$ cat config.mk
export PLATFORM = sky130hd
export DESIGN_NAME = game_mode_seq
export DESIGN_NICKNAME = d
export VERILOG_FILES = /design/src/rtl/game_mode_pkg.sv /design/src/rtl/btn_debounce.sv /design/src/rtl/game_mode_seq.sv
export SDC_FILE = /design/constraint.sdc
export NUM_CORES = 1
export LEC_CHECK = 0
export BUFFER_PORTS_ARGS = -buffer_cell sky130_fd_sc_hd__buf_2
export CORE_AREA = 2 2 81 122
export CTS_CLUSTER_DIAMETER = 80
export DETAILED_ROUTE_END_ITERATION = 12
export DIE_AREA = 0 0 83 124
export HOLD_SLACK_MARGIN = 0.03
export PLACE_DENSITY = 0.88
export SYNTH_ARGS = -nofsm -noshare
export SYNTH_HDL_FRONTEND = slang
export SYNTH_HIERARCHICAL = 1
export SYNTH_SLANG_ARGS = --single-unit
$ cat constraint.sdc
create_clock -name CLK -period 3.28 [get_ports CLK]
set_input_delay 0.164 -clock CLK [delete_from_list [all_inputs] [get_ports CLK]]
set_output_delay 0.164 -clock CLK [all_outputs]
set_load 0.02 [all_outputs]
$ cat src/rtl/game_mode_pkg.sv
// Shared definitions for the Pong game-mode sequencer: mode encoding,
// RGB slice width helper and default timing constants.
package game_mode_pkg;

    typedef enum logic [1:0] {
        MODE_MENU  = 2'd0,
        MODE_PLAY  = 2'd1,
        MODE_PAUSE = 2'd2,
        MODE_OVER  = 2'd3
    } mode_t;

    localparam int DEF_DEBOUNCE_CYC = 1000000;
    localparam int DEF_OVER_FRAMES  = 300;
    localparam int DEF_SWITCH_TMO   = 2000000;

    function automatic int rgb_slice_w(input int color_w);
        return 3 * color_w;
    endfunction

endpackage

$ cat src/rtl/btn_debounce.sv
// Button conditioner: 2-FF synchroniser, stable-level down-counter and a
// single-cycle press pulse on each accepted 0->1 transition.
import game_mode_pkg::*;

module btn_debounce #(
    parameter int DEBOUNCE_CYC = DEF_DEBOUNCE_CYC
) (
    input  logic i_clk,
    input  logic i_rst_n,
    input  logic i_btn,
    output logic o_press
);

    localparam int CNT_W = (DEBOUNCE_CYC > 1) ? $clog2(DEBOUNCE_CYC) : 1;
    localparam logic [CNT_W-1:0] CNT_LOAD = CNT_W'(DEBOUNCE_CYC - 1);

    logic [1:0]       r_sync;
    logic             r_level;
    logic [CNT_W-1:0] r_cnt;
    logic             r_press;
    logic             w_sync;

    assign w_sync = r_sync[1];

    // The counter only runs while the synchronised level disagrees with the
    // accepted one; any agreement reloads it, so a bounce restarts the wait.
    always_ff @(posedge i_clk) begin
        if (!i_rst_n) begin
            r_sync  <= '0;
            r_level <= 1'b0;
            r_cnt   <= CNT_LOAD;
            r_press <= 1'b0;
        end else begin
            r_sync  <= {r_sync[0], i_btn};
            r_press <= 1'b0;
            if (w_sync == r_level) begin
                r_cnt <= CNT_LOAD;
            end else if (r_cnt == '0) begin
                r_level <= w_sync;
                r_press <= w_sync;
                r_cnt   <= CNT_LOAD;
            end else begin
                r_cnt <= r_cnt - 1'b1;
            end
        end
    end

    assign o_press = r_press;

endmodule

$ cat src/rtl/game_mode_seq.sv
// Pong game-mode sequencer with frame-synchronous video source selection.
// Optional macro PAUSE_DIM_EN halves RGB brightness while paused.
import game_mode_pkg::*;

module game_mode_seq #(
    parameter int COLOR_W      = 4,
    parameter int SCORE_W      = 9,
    parameter int N_SRC        = 3,
    parameter int SRC_MENU     = 0,
    parameter int SRC_PLAY     = 1,
    parameter int SRC_OVER     = 2,
    parameter int DEBOUNCE_CYC = DEF_DEBOUNCE_CYC,
    parameter int OVER_FRAMES  = DEF_OVER_FRAMES,
    parameter int SWITCH_TMO   = DEF_SWITCH_TMO
) (
    input  logic                         CLK,
    input  logic                         RST_BTN,
    input  logic                         BTNC,
    input  logic                         ENDGAME,
    input  logic [SCORE_W-1:0]           SCORE,
    input  logic [N_SRC-1:0]             SRC_HS,
    input  logic [N_SRC-1:0]             SRC_VS,
    input  logic [N_SRC*3*COLOR_W-1:0]   SRC_RGB,
    output logic                         GAME_RUN,
    output logic                         GAME_CLR,
    output logic [1:0]                   MODE,
    output logic                         VGA_HS,
    output logic                         VGA_VS,
    output logic [COLOR_W-1:0]           VGA_R,
    output logic [COLOR_W-1:0]           VGA_G,
    output logic [COLOR_W-1:0]           VGA_B,
    output logic [SCORE_W-1:0]           DISP_SCORE,
    output logic                         DISP_BLANK,
    output logic [SCORE_W-1:0]           HIGH_SCORE,
    output logic                         NEW_HIGH
);

    // state | meaning
    // MENU  | attract screen, high score shown
    // PLAY  | game core running, live score shown
    // PAUSE | game core frozen, live score shown
    // OVER  | final score latched, display blanked, auto-return after frames

    localparam int RGB_W = rgb_slice_w(COLOR_W);
    localparam int SRC_W = $clog2(N_SRC);
    localparam int FRM_W = (OVER_FRAMES > 1) ? $clog2(OVER_FRAMES) : 1;
    localparam int TMO_W = (SWITCH_TMO > 1) ? $clog2(SWITCH_TMO) : 1;
    localparam logic [FRM_W-1:0] FRM_LOAD = FRM_W'(OVER_FRAMES - 1);
    localparam logic [TMO_W-1:0] TMO_LOAD = TMO_W'(SWITCH_TMO - 1);
    localparam logic [SRC_W-1:0] S_MENU = SRC_W'(SRC_MENU);
    localparam logic [SRC_W-1:0] S_PLAY = SRC_W'(SRC_PLAY);
    localparam logic [SRC_W-1:0] S_OVER = SRC_W'(SRC_OVER);

    mode_t              r_mode, w_mode_nxt;
    logic               w_press;
    logic [SRC_W-1:0]   r_disp_src, w_tgt_src;
    logic [N_SRC-1:0]   r_vs_d;
    logic               w_frame;
    logic [FRM_W-1:0]   r_frm_cnt;
    logic [TMO_W-1:0]   r_tmo;
    logic [SCORE_W-1:0] r_high, r_final, w_high_nxt, w_final_nxt;
    logic               r_new_high, w_new_high_nxt;
    logic               r_game_run, r_game_clr, r_disp_blank;
    logic [SCORE_W-1:0] r_disp_score;
    logic               r_vga_hs, r_vga_vs, w_hs, w_vs;
    logic [RGB_W-1:0]   r_rgb, w_rgb, w_rgb_out;

    btn_debounce #(.DEBOUNCE_CYC(DEBOUNCE_CYC)) u_btnc (
        .i_clk   (CLK),
        .i_rst_n (RST_BTN),
        .i_btn   (BTNC),
        .o_press (w_press)
    );

    always_comb begin
        w_hs    = 1'b1;
        w_vs    = 1'b1;
        w_rgb   = '0;
        w_frame = 1'b0;
        for (int i = 0; i < N_SRC; i++) begin
            if (r_disp_src == SRC_W'(i)) begin
                w_hs    = SRC_HS[i];
                w_vs    = SRC_VS[i];
                w_rgb   = SRC_RGB[i*RGB_W +: RGB_W];
                w_frame = r_vs_d[i] & ~SRC_VS[i];
            end
        end
    end

    always_comb begin
        w_rgb_out = w_rgb;
`ifdef PAUSE_DIM_EN
        if (r_mode == MODE_PAUSE) begin
            w_rgb_out = {w_rgb[RGB_W-1 -: COLOR_W] >> 1,
                         w_rgb[2*COLOR_W-1 -: COLOR_W] >> 1,
                         w_rgb[COLOR_W-1:0] >> 1};
        end
`endif
    end

    always_comb begin
        w_tgt_src = S_MENU;
        case (r_mode)
            MODE_PLAY, MODE_PAUSE: w_tgt_src = S_PLAY;
            MODE_OVER:             w_tgt_src = S_OVER;
            default:               w_tgt_src = S_MENU;
        endcase
    end

    always_comb begin
        w_mode_nxt     = r_mode;
        w_high_nxt     = r_high;
        w_final_nxt    = r_final;
        w_new_high_nxt = r_new_high;
        case (r_mode)
            MODE_MENU: begin
                if (w_press) begin
                    w_mode_nxt     = MODE_PLAY;
                    w_new_high_nxt = 1'b0;
                end
            end
            MODE_PLAY: begin
                // ENDGAME takes priority over a coincident press.
                if (ENDGAME) begin
                    w_mode_nxt     = MODE_OVER;
                    w_final_nxt    = SCORE;
                    w_new_high_nxt = (SCORE > r_high);
                    if (SCORE > r_high) w_high_nxt = SCORE;
                end else if (w_press) begin
                    w_mode_nxt = MODE_PAUSE;
                end
            end
            MODE_PAUSE: begin
                if (w_press) w_mode_nxt = MODE_PLAY;
            end
            MODE_OVER: begin
                if (w_press || (w_frame && r_frm_cnt == '0)) w_mode_nxt = MODE_MENU;
            end
            default: w_mode_nxt = MODE_MENU;
        endcase
    end

    always_ff @(posedge CLK) begin
        if (!RST_BTN) begin
            r_mode       <= MODE_MENU;
            r_high       <= '0;
            r_final      <= '0;
            r_new_high   <= 1'b0;
            r_game_run   <= 1'b0;
            r_game_clr   <= 1'b0;
            r_disp_blank <= 1'b0;
            r_disp_score <= '0;
        end else begin
            r_mode       <= w_mode_nxt;
            r_high       <= w_high_nxt;
            r_final      <= w_final_nxt;
            r_new_high   <= w_new_high_nxt;
            r_game_run   <= (w_mode_nxt == MODE_PLAY);
            r_game_clr   <= (r_mode == MODE_MENU) && (w_mode_nxt == MODE_PLAY);
            r_disp_blank <= (w_mode_nxt == MODE_OVER);
            case (w_mode_nxt)
                MODE_MENU: r_disp_score <= w_high_nxt;
                MODE_OVER: r_disp_score <= w_final_nxt;
                default:   r_disp_score <= SCORE;
            endcase
        end
    end

    // Source switch waits for a VS fall on the shown source; the timeout
    // down-counter only runs while a switch is pending.
    always_ff @(posedge CLK) begin
        if (!RST_BTN) begin
            r_vs_d     <= '0;
            r_disp_src <= S_MENU;
            r_tmo      <= TMO_LOAD;
            r_frm_cnt  <= FRM_LOAD;
            r_vga_hs   <= 1'b1;
            r_vga_vs   <= 1'b1;
            r_rgb      <= '0;
        end else begin
            r_vs_d   <= SRC_VS;
            r_vga_hs <= w_hs;
            r_vga_vs <= w_vs;
            r_rgb    <= w_rgb_out;
            if (r_mode != MODE_OVER) begin
                r_frm_cnt <= FRM_LOAD;
            end else if (w_frame && r_frm_cnt != '0) begin
                r_frm_cnt <= r_frm_cnt - 1'b1;
            end
            if (r_disp_src == w_tgt_src) begin
                r_tmo <= TMO_LOAD;
            end else if (w_frame || r_tmo == '0) begin
                r_disp_src <= w_tgt_src;
                r_tmo      <= TMO_LOAD;
            end else begin
                r_tmo <= r_tmo - 1'b1;
            end
        end
    end

    assign MODE       = r_mode;
    assign GAME_RUN   = r_game_run;
    assign GAME_CLR   = r_game_clr;
    assign DISP_SCORE = r_disp_score;
    assign DISP_BLANK = r_disp_blank;
    assign HIGH_SCORE = r_high;
    assign NEW_HIGH   = r_new_high;
    assign VGA_HS     = r_vga_hs;
    assign VGA_VS     = r_vga_vs;
    assign VGA_R      = r_rgb[RGB_W-1 -: COLOR_W];
    assign VGA_G      = r_rgb[2*COLOR_W-1 -: COLOR_W];
    assign VGA_B      = r_rgb[COLOR_W-1:0];

endmodule
==> results of run 1 <==
worst min-delay path by stage:
stage,slack [ns],cells after the start,endpoint,from
2_1_floorplan,0.29,1,r_vs_d[0]$_SDFF_PN0_,SRC_VS[0]
3_3_place_gp,0.38,2,u_btnc/r_sync[0]$_SDFF_PN0_,BTNC
3_5_place_dp,0.37,2,u_btnc/r_sync[0]$_SDFF_PN0_,BTNC
4_1_cts,0.04,3,r_rgb[9]$_SDFF_PN0_,SRC_RGB[21]
5_1_grt,0.05,2,r_vs_d[2]$_SDFF_PN0_,SRC_VS[2]
6_report,0.05,3,r_rgb[9]$_SDFF_PN0_,SRC_RGB[21]
kinds of logic after synthesis:
kind of cell | Yosys count | share of synthesized area [%]
buffers and inverters | 49 | 3.979
flip-flops | 106 | 41.66
AO/OA/AOI/OAI | 114 | 13.41
AND/OR/NAND/NOR | 247 | 26.16
adder cells (fa/ha/maj) | 22 | 5.404
XOR/XNOR | 36 | 6.190
multiplexers | 16 | 3.193
layout by cell type (no fill, tap or decap), drive strengths merged, types with 5 or more instances in the layout:
cell and n:
xor2 20, mux2i 14, inv 22, nor4 12, clkinv 5, buf 105, nand3 33, o21ai 22
dfxtp 106, ha 22, o2111ai 6, nor3b 5, nor3 6, clkbuf 12, xnor2 16, nand2 67
and2 14, nor2 68, nand4b 7, a21oi 54, a31oi 7, nand4 12, o31ai 7
metrics by stage:
stage | cell area [µm²] | hold slack (ns)
2_1_floorplan | 5094 | 0.2857
3_3_place_gp | 5672 | 0.3781
3_5_place_dp | 5672 | 0.3745
4_1_cts | 5974 | 0.04083
5_1_grt | 6002 | 0.05234
6_report | 6002 | 0.04634
worst max-delay path, cell delays in order, from the launching register on:
cell and delay (ns):
dfxtp_1 0.43, nor2_1 0.11, a221oi_2 0.35, o31ai_2 0.13
a21oi_1 0.21, a2bb2oi_1 0.30, inv_1 0.11, ha_1 0.34
buf_4 0.22, nand4_1 0.12, a21oi_1 0.25, nor2_1 0.06
a221oi_1 0.32
routing by layer:
layer,part of all wire (%),vias to the layer above
met2,54,142
met1,39,2155
li1,-,2256
met5,0,-
met4,3.0,0
met3,4.1,35
registers in the layout (all words and copies together) (netlist names), 2 cells and up:
name           cells
r_vs_d             3
DISP_SCORE         9
u_btnc/r_sync      2
u_btnc/r_cnt      20
r_rgb             12
HIGH_SCORE         9
r_frm_cnt          9
r_disp_src         2
r_tmo             21
r_final            9
MODE               2
timing repair:
| action | CTS | global route |
|---|---|---|
| endpoints found under the hold margin | 2 | 0 |
| gates resized for setup | 0 | 3 |
| hold buffers | 2 | 0 |
| endpoints found under the setup margin | 0 | 2 |
| buffers inserted | 0 | 1 |
cell type report:
class                      instances  area, µm²  share of cell area [%]
timing repair buffer             107      578.1                   9.631
clock inverter                     4      26.28                  0.4378
sequential                       106       2122                   35.36
multi-input combinational        435       2789                   46.47
inverter                          24      90.09                   1.501
tap                              112      140.1                   2.335
clock buffer                      12      256.5                   4.274
power groups by stage:
| stage | logic, W | clock network [W] | registers, W |
|---|---|---|---|
| after floorplan | 0.0000482 | 0 | 0.00134 |
| after global placement | 0.000119 | 0 | 0.00133 |
| after detailed placement | 0.000123 | 0 | 0.00133 |
| after CTS | 0.000126 | 0.00103 | 0.00130 |
| after global routing | 0.000142 | 0.00109 | 0.00130 |
| final | 0.000127 | 0.00102 | 0.00130 |
==> summary.txt, run 1 <==
run status = completed
GRT Total Usage = 23.05%
sw frac = 22.08%
maxcap violations = 0
worst r2r src = r_disp_src[0]$_SDFFE_PN0P_
drt initial violations = 230
average size of a mapped cell = 8.633 µm²
worst vdd ir = 0.3504 mV
H-tree levels = 3
DR DRC count = 0
endpoints failing setup = 0
overall die area = 10,290 µm²
fmax = 326.6 MHz
Crit Path Class = reg2reg
worst-path fanout max = 16
HP Class = in2reg
area grow syn2layout = 17.83%
sum of negative setup slack = 0 ns
Pleak = 2.317 nW
Max-slew headroom = 51.62%
post-synthesis sequential area ratio = 41.66%
Placer Congestion = 0.8775
IO Pins = 93
Post-DP HPWL = 8.608 mm
Comb power frac = 5.2%
PD cells = 408.3 nW/µm²
clock network fraction of design power = 41.7%
Worst Setup Slack, final = 0.2180 ns
Post-synth EDFFs = 0
drt wl/cell = 14.81 µm
crit end category = flop
via count = 4,588
final net count = 760
first-pass GRT wire length = 19.68 mm
max-slew violations = 0
synthesized flop and latch total = 106
GR Util met1 = 23.49%
Clk Latency, worst-skew pair = 0.35 ns
post-synth net total = 667
Synth Flop Type = dfxtp_1
top-area cell type share of the netlist area = 41.66%
TritonCTS clock tree = yes
Switch Pwr = 0.0005410 W
routing usage on met3 = 4.307%
Rows = 43
register share of total power = 53.2%
Post-Synthesis Cells = 590
Root Driver = clkbuf_16
Clk pin slew, worst setup/hold paths = 0.07 ns
share of cells above drive strength 1 = 20.78%
count of input and output buffers = 92
Ys Warns = 6
Worst Setup SP = r_disp_src[0]$_SDFFE_PN0P_
Int Power = 0.001909 W
drt first pass iters = 5
initial antenna violation count = 0
layer with the highest usage = met2
CP startpoint kind = flop
Worst Max-Slew Pin Slew = 0.7243 ns
Total Wirelength = 11.85 mm
Setup WS pre-CTS = 0.1631 ns
CTS Buffer Depth = 2
fin crit period = 3.062 ns
Worst setup endpoint = DISP_SCORE[3]$_SDFF_PN0_
Final Hold Viols = 0
Post-Syn Area = 5094 µm²
Layout Cells excl Fill = 800
Via density = 5.735
CTS Buf Count = 9
top cell type by total area after synthesis = dfxtp_1
post-layout total power = 0.002450 W
die span in y = 124 µm
clock skew = 0.005592 ns
period utilization = 93.35%
required time of the worst setup path = 3.52 ns
largest net degree at the start of global routing = 26
worst r2r dst = DISP_SCORE[3]$_SDFF_PN0_
Antenna Nets Post-Route = 0
Initial Utilization = 55.37%
Fillers = 757
DIE WIDTH = 83 µm
worst reg2reg setup slack = 0.22 ns
clock sinks = 106
Core Area = 9200 µm²
vias in the first global route = 4,580
final core utilization = 65.24%
FFs w/ async S/R, synth = 0%
grt ovf = 0
most common cell in the synthesized netlist = dfxtp_1
top cells by count, synth = 106 x dfxtp_1, 68 x nor2_1, 67 x nand2_1
Synth area leaders = dfxtp_1 42%, ha_1 5.4%, a21oi_1 5.2%
grt met2 use = 44.05%
cell count after placement = 781
Netlist cell types = 59
Worst EP arrival = 3.30 ns
count of inserted antenna diode cells = 0
worst r2r path cells = 12
(Power assumes the default switching activity.)
==> run 2, diff against run 1 <==
--- a/config.mk
+++ b/config.mk
@@ -6,12 +6,14 @@
 export NUM_CORES = 1
 export LEC_CHECK = 0
 export BUFFER_PORTS_ARGS = -buffer_cell sky130_fd_sc_hd__buf_2
-export CORE_AREA = 2 2 81 122
+export CELL_PAD_IN_SITES_DETAIL_PLACEMENT = 1
+export CELL_PAD_IN_SITES_GLOBAL_PLACEMENT = 2
+export CORE_AREA = 2 2 105 158
 export CTS_CLUSTER_DIAMETER = 80
 export DETAILED_ROUTE_END_ITERATION = 12
-export DIE_AREA = 0 0 83 124
+export DIE_AREA = 0 0 107 160
 export HOLD_SLACK_MARGIN = 0.03
-export PLACE_DENSITY = 0.88
+export PLACE_DENSITY = 0.87
 export SYNTH_ARGS = -nofsm -noshare
 export SYNTH_HDL_FRONTEND = slang
 export SYNTH_HIERARCHICAL = 1
==> summary.txt, run 2 (same netlist as run 1, synthesis figures left out) <==
grt ovf = 0
TritonCTS clock tree = yes
overall die area = 17,120 µm²
drt wl/cell = 15.81 µm
period utilization = 91.46%
drt initial violations = 121
storage element area = 2122 µm²
worst vdd ir = 0.1828 mV
CP max stage delay = 0.47 ns
max reg flops = 21
Post-DP HPWL = 10.62 mm
biggest regs = r_tmo (21), u_btnc/r_cnt (20), r_rgb (12)
worst r2r dst = DISP_SCORE[0]$_SDFF_PN0_
Max-slew headroom = 46.78%
count of input and output buffers = 92
Comb power frac = 5.1%
register share of total power = 52.2%
Via density = 5.072
CP startpoint kind = flop
Clk pin slew, worst setup/hold paths = 0.07 ns
Placer Congestion = 0.7625
CTS Buf Count = 9
Worst path slowest cell = dfxtp_1
worst r2r path cells = 11
Int Power = 0.001932 W
most used cell, CP = nor2_1
Root Driver = clkbuf_16
fmax = 333.3 MHz
Worst Path Buf+Inv = 1
clock skew = 0.008718 ns
crit end category = flop
worst reg2reg setup slack = 0.28 ns
DR DRC count = 0
Fin Hold WS = 0.03531 ns
worst r2r src = r_disp_src[0]$_SDFFE_PN0P_
commonest non-fill, non-tap cell in the layout = dfxtp_1
crit-path leading delay family = compound AO/OA/AOI/OAI gates
Biggest register = r_tmo
WHS Path Cells = 3
Final Hold Viols = 0
DIE WIDTH = 107 µm
Final Instance Area = 6111 µm²
Fillers = 1,932
required time of the worst setup path = 3.53 ns
Worst EP arrival = 3.25 ns
DP Area = 5789 µm²
first-pass GRT wire length = 23.99 mm
clock sinks = 106
Clk Latency, worst-skew pair = 0.35 ns
PD cells = 408.5 nW/µm²
IO Pins = 93
drt first pass iters = 5
crit-path cells = nor2_1 > a221oi_2 > o31ai_1 > a21oi_1 > a2bb2oi_1 > inv_1 > ha_1 > nand4_1 > a31oi_1 > nor2_1 > a221oi_1
GRT Total Usage = 17.38%
vias in the first global route = 4,935
RSZ-0062 raised after global routing = false
HP Class = in2reg
endpoints failing setup = 0
fin crit period = 3.000 ns
hold path startpoint = SRC_HS[1]
Worst Setup Slack, final = 0.2801 ns
maxcap violations = 0
Rows = 57
worst-path fanout max = 7
final core utilization = 38.42%
share of cells above drive strength 1 = 20.78%
final net count = 760
clock network fraction of design power = 42.7%
Pleak = 2.324 nW
Core Area = 15,900 µm²
Worst Max-Slew Pin Slew = 0.7967 ns
via count = 4,534
initial antenna violation count = 0
Total Wirelength = 14.14 mm
die span in y = 160 µm
area grow syn2layout = 19.97%
hold endpoint = VGA_HS$_SDFF_PN1_
most frequent cells in the layout = 106 x dfxtp_1, 92 x buf_2, 68 x nor2_1
Crit Path Class = reg2reg
CTS Buffer Depth = 2
run status = completed
Initial Utilization = 32.03%
sum of negative setup slack = 0 ns
largest net degree at the start of global routing = 38
Antenna Nets Post-Route = 0
Multi-input gate area = 2769 µm²
Switch Pwr = 0.0005641 W
sw frac = 22.60%
H-tree levels = 3
Setup WS pre-CTS = 0.1779 ns
max-slew violations = 0
count of inserted antenna diode cells = 0
[run 2: cell types whose count changed in the layout (fill, tap and decap cells not counted), sizes merged]
cell         change
dlygate4sd3      -1
clkinv           -1
buf              +1
clkbuf           +1
[run 2: layer usage]
layer,global-route usage (%),vias to the layer above,routed length (µm)
met5,0,-,0
met4,6.080,0,251
met3,3.347,18,327
met2,33.27,62,7950
met1,18.51,2212,5606
li1,-,2242,-
[run 2: final cells by class]
class,count,share of cell area [%]
Clock buffer,13,4.423
Clock inverter,3,0.3686
Inverter,24,1.536
Multi-Input combinational cell,435,45.31
Sequential cell,106,34.73
Tap cell,206,4.218
Timing Repair Buffer,107,9.419
[run 2: how the worst max path moves through the flow]
stage | start | cells past startpoint | slack [ns] | to
6_report | r_disp_src[0]$_SDFFE_PN0P_ | 11 | 0.28 | DISP_SCORE[0]$_SDFF_PN0_
5_1_grt | r_disp_src[0]$_SDFFE_PN0P_ | 11 | 0.02 | DISP_SCORE[0]$_SDFF_PN0_
4_1_cts | r_disp_src[0]$_SDFFE_PN0P_ | 12 | 0.15 | DISP_SCORE[3]$_SDFF_PN0_
3_5_place_dp | r_disp_src[0]$_SDFFE_PN0P_ | 12 | 0.18 | DISP_SCORE[3]$_SDFF_PN0_
3_3_place_gp | r_disp_src[0]$_SDFFE_PN0P_ | 11 | 0.37 | DISP_SCORE[3]$_SDFF_PN0_
2_1_floorplan | MODE[1]$_SDFF_PN0_ | 13 | 0.43 | DISP_SCORE[3]$_SDFF_PN0_
[run 2: metrics by stage]
step	cells	power (W)
3_5_place_dp	875	0.001460
2_1_floorplan	590	0.001393
5_1_grt	894	0.002605
6_report	894	0.002496
3_3_place_gp	875	0.001457
4_1_cts	892	0.002526
[run 2: worst register-to-register path: stages, from the launching register on]
cell and delay, ns:
dfxtp_1 0.47, nor2_1 0.12, a221oi_2 0.34, o31ai_1 0.16, a21oi_1 0.16, a2bb2oi_1 0.30
inv_1 0.12, ha_1 0.42, nand4_1 0.13, a31oi_1 0.32, nor2_1 0.08, a221oi_1 0.29
[run 2: repair_timing]
item                       in CTS  in global routing
hold buffers                    1                  0
setup endpoints to repair       0                  2
setup buffers                   0                  2
hold endpoints to repair        1                  0
resized for setup               0                  1
[run 2: power by group through the flow]
stage	combinational, W	sequential, W	clock (W)
final	0.000128	0.00130	0.00107
after global routing	0.000143	0.00130	0.00116
after global placement	0.000125	0.00133	0
after floorplan	0.0000482	0.00134	0
after detailed placement	0.000127	0.00133	0
after CTS	0.000129	0.00130	0.00109
==> run 3, diff against run 2 <==
--- a/config.mk
+++ b/config.mk
@@ -14,6 +14,7 @@
 export DIE_AREA = 0 0 107 160
 export HOLD_SLACK_MARGIN = 0.03
 export PLACE_DENSITY = 0.87
+export SETUP_SLACK_MARGIN = 0.3
 export SYNTH_ARGS = -nofsm -noshare
 export SYNTH_HDL_FRONTEND = slang
 export SYNTH_HIERARCHICAL = 1
==> summary.txt, run 3 (same netlist as run 1, synthesis figures left out) <==
run status = completed
worst vdd ir = 0.1814 mV
Post-DP HPWL = 10.62 mm
clock network fraction of design power = 42.7%
CTS Buf Count = 9
Total Wirelength = 14.21 mm
vias in the first global route = 4,939
most frequent cells in the layout = 105 x dfxtp_1, 92 x buf_2, 68 x nor2_1
count of input and output buffers = 92
H-tree levels = 3
via count = 4,541
Final Instance Area = 6155 µm²
worst-path fanout max = 7
sum of negative setup slack = 0 ns
overall die area = 17,120 µm²
drt initial violations = 121
period utilization = 86.97%
Core Area = 15,900 µm²
initial antenna violation count = 0
CP startpoint kind = flop
required time of the worst setup path = 3.53 ns
RSZ-0062 raised after global routing = false
crit end category = flop
max-slew violations = 0
DR DRC count = 0
CTS Buffer Depth = 2
drt first pass iters = 5
Worst EP arrival = 3.11 ns
Crit Path Class = reg2reg
clock sinks = 106
Antenna Nets Post-Route = 0
Via density = 5.074
Layout Cells excl Fill = 895
grt ovf = 0
CP max stage delay = 0.34 ns
Comb power frac = 5.1%
die span in y = 160 µm
Pleak = 2.331 nW
cell count after placement = 875
post-layout total power = 0.002498 W
drt wl/cell = 15.88 µm
commonest non-fill, non-tap cell in the layout = dfxtp_1
largest net degree at the start of global routing = 38
endpoints failing setup = 0
count of inserted antenna diode cells = 0
first-pass GRT wire length = 24.01 mm
fin crit period = 2.853 ns
Switch Pwr = 0.0005657 W
maxcap violations = 0
crit-path cells = nor4_1 > buf_4 > nand4b_1 > o31ai_4 > a21oi_1 > a2bb2oi_2 > inv_1 > ha_2 > clkinv_1 > o21ai_0 > a21oi_2 > nor2_1 > a221oi_1
Int Power = 0.001932 W
TritonCTS clock tree = yes
PD cells = 405.8 nW/µm²
biggest regs = r_tmo (21), u_btnc/r_cnt (20), r_rgb (12)
GRT Total Usage = 17.39%
clock skew = 0.01158 ns
final net count = 761
IO Pins = 93
Worst Max-Slew Pin Slew = 0.7985 ns
Max-slew headroom = 46.66%
Placer Congestion = 0.7625
register share of total power = 52.2%
DIE WIDTH = 107 µm
HP Class = in2reg
Worst path slowest cell = dfxtp_1
Root Driver = clkbuf_16
share of cells above drive strength 1 = 21.92%
area grow syn2layout = 20.83%
sw frac = 22.65%
Clk Latency, worst-skew pair = 0.35 ns
Biggest register = r_tmo
DP Area = 5789 µm²
fmax = 350.6 MHz
Clk pin slew, worst setup/hold paths = 0.08 ns
Initial Utilization = 32.03%
Rows = 57
max reg flops = 21
Final Hold Viols = 0
==> run 3: power groups by stage <==
| stage | sequential, W | clock, W | combinational (W) |
|---|---|---|---|
| global placement | 0.00133 | 0 | 0.000125 |
| global route | 0.00130 | 0.00116 | 0.000143 |
| detailed placement | 0.00133 | 0 | 0.000127 |
| floorplan | 0.00134 | 0 | 0.0000482 |
| finish | 0.00130 | 0.00107 | 0.000129 |
| CTS | 0.00130 | 0.00109 | 0.000130 |
==> run 3: layer usage <==
layer | part of all wire [%] | vias up | wire length [µm] | global-route usage (%)
met5 | 0 | - | 0 | 0
met4 | 2.1 | 0 | 295 | 6.080
met3 | 2.2 | 19 | 319 | 3.347
met2 | 56 | 61 | 7965 | 33.32
met1 | 40 | 2221 | 5632 | 18.51
li1 | - | 2240 | - | -
==> run 3: what timing repair did <==
item | in CTS | in global routing
buffers inserted | 1 | 2
pin swaps | 1 | 2
cloned | 0 | 0
hold buffers | 1 | 0
gates resized for setup | 2 | 7
hold endpoints to repair | 1 | 0
setup endpoints to repair | 2 | 6
==> run 3: worst max-delay path, delay by kind of cell, from the launching register on <==
family	cells	cell delay, ns
fa+ha+maj	1	0.32
simple gates	3	0.54
buf+inv	3	0.35
flops	1	0.34
compound gates	6	1.19
==> run 3: path summary, 6_finish.rpt <==
path	to	slack, ns	startpoint	cells after the start
worst max-delay path	DISP_SCORE[3]$_SDFF_PN0_	0.43	r_frm_cnt[2]$_SDFFE_PP0P_	13
worst min-delay path	VGA_HS$_SDFF_PN1_	0.04	SRC_HS[1]	3
worst max register to register	DISP_SCORE[3]$_SDFF_PN0_	0.43	r_frm_cnt[2]$_SDFFE_PP0P_	13
worst min register to register	r_tmo[0]$_SDFF_PP1_	0.44	r_tmo[0]$_SDFF_PP1_	1
==> run 3: cell type report <==
type,instances,area [µm²]
fillers,1927,9749
multi-input cells,435,2806
flip-flops and latches,106,2123
repair buffers,108,583.1
clock buffers,13,270.3
well taps,206,257.7
inverters,24,91.34
clock inverters,3,22.52
==> run 3: metrics by stage <==
step	util (%)	hold slack (ns)	setup WS (ns)
floorplan	-	0.2857	0.4278
global placement	36.40	0.3791	0.3737
detailed placement	36.40	0.3767	0.1779
CTS	38.39	0.03093	0.3436
global route	38.70	0.03005	0.2638
finish	38.70	0.03741	0.4274
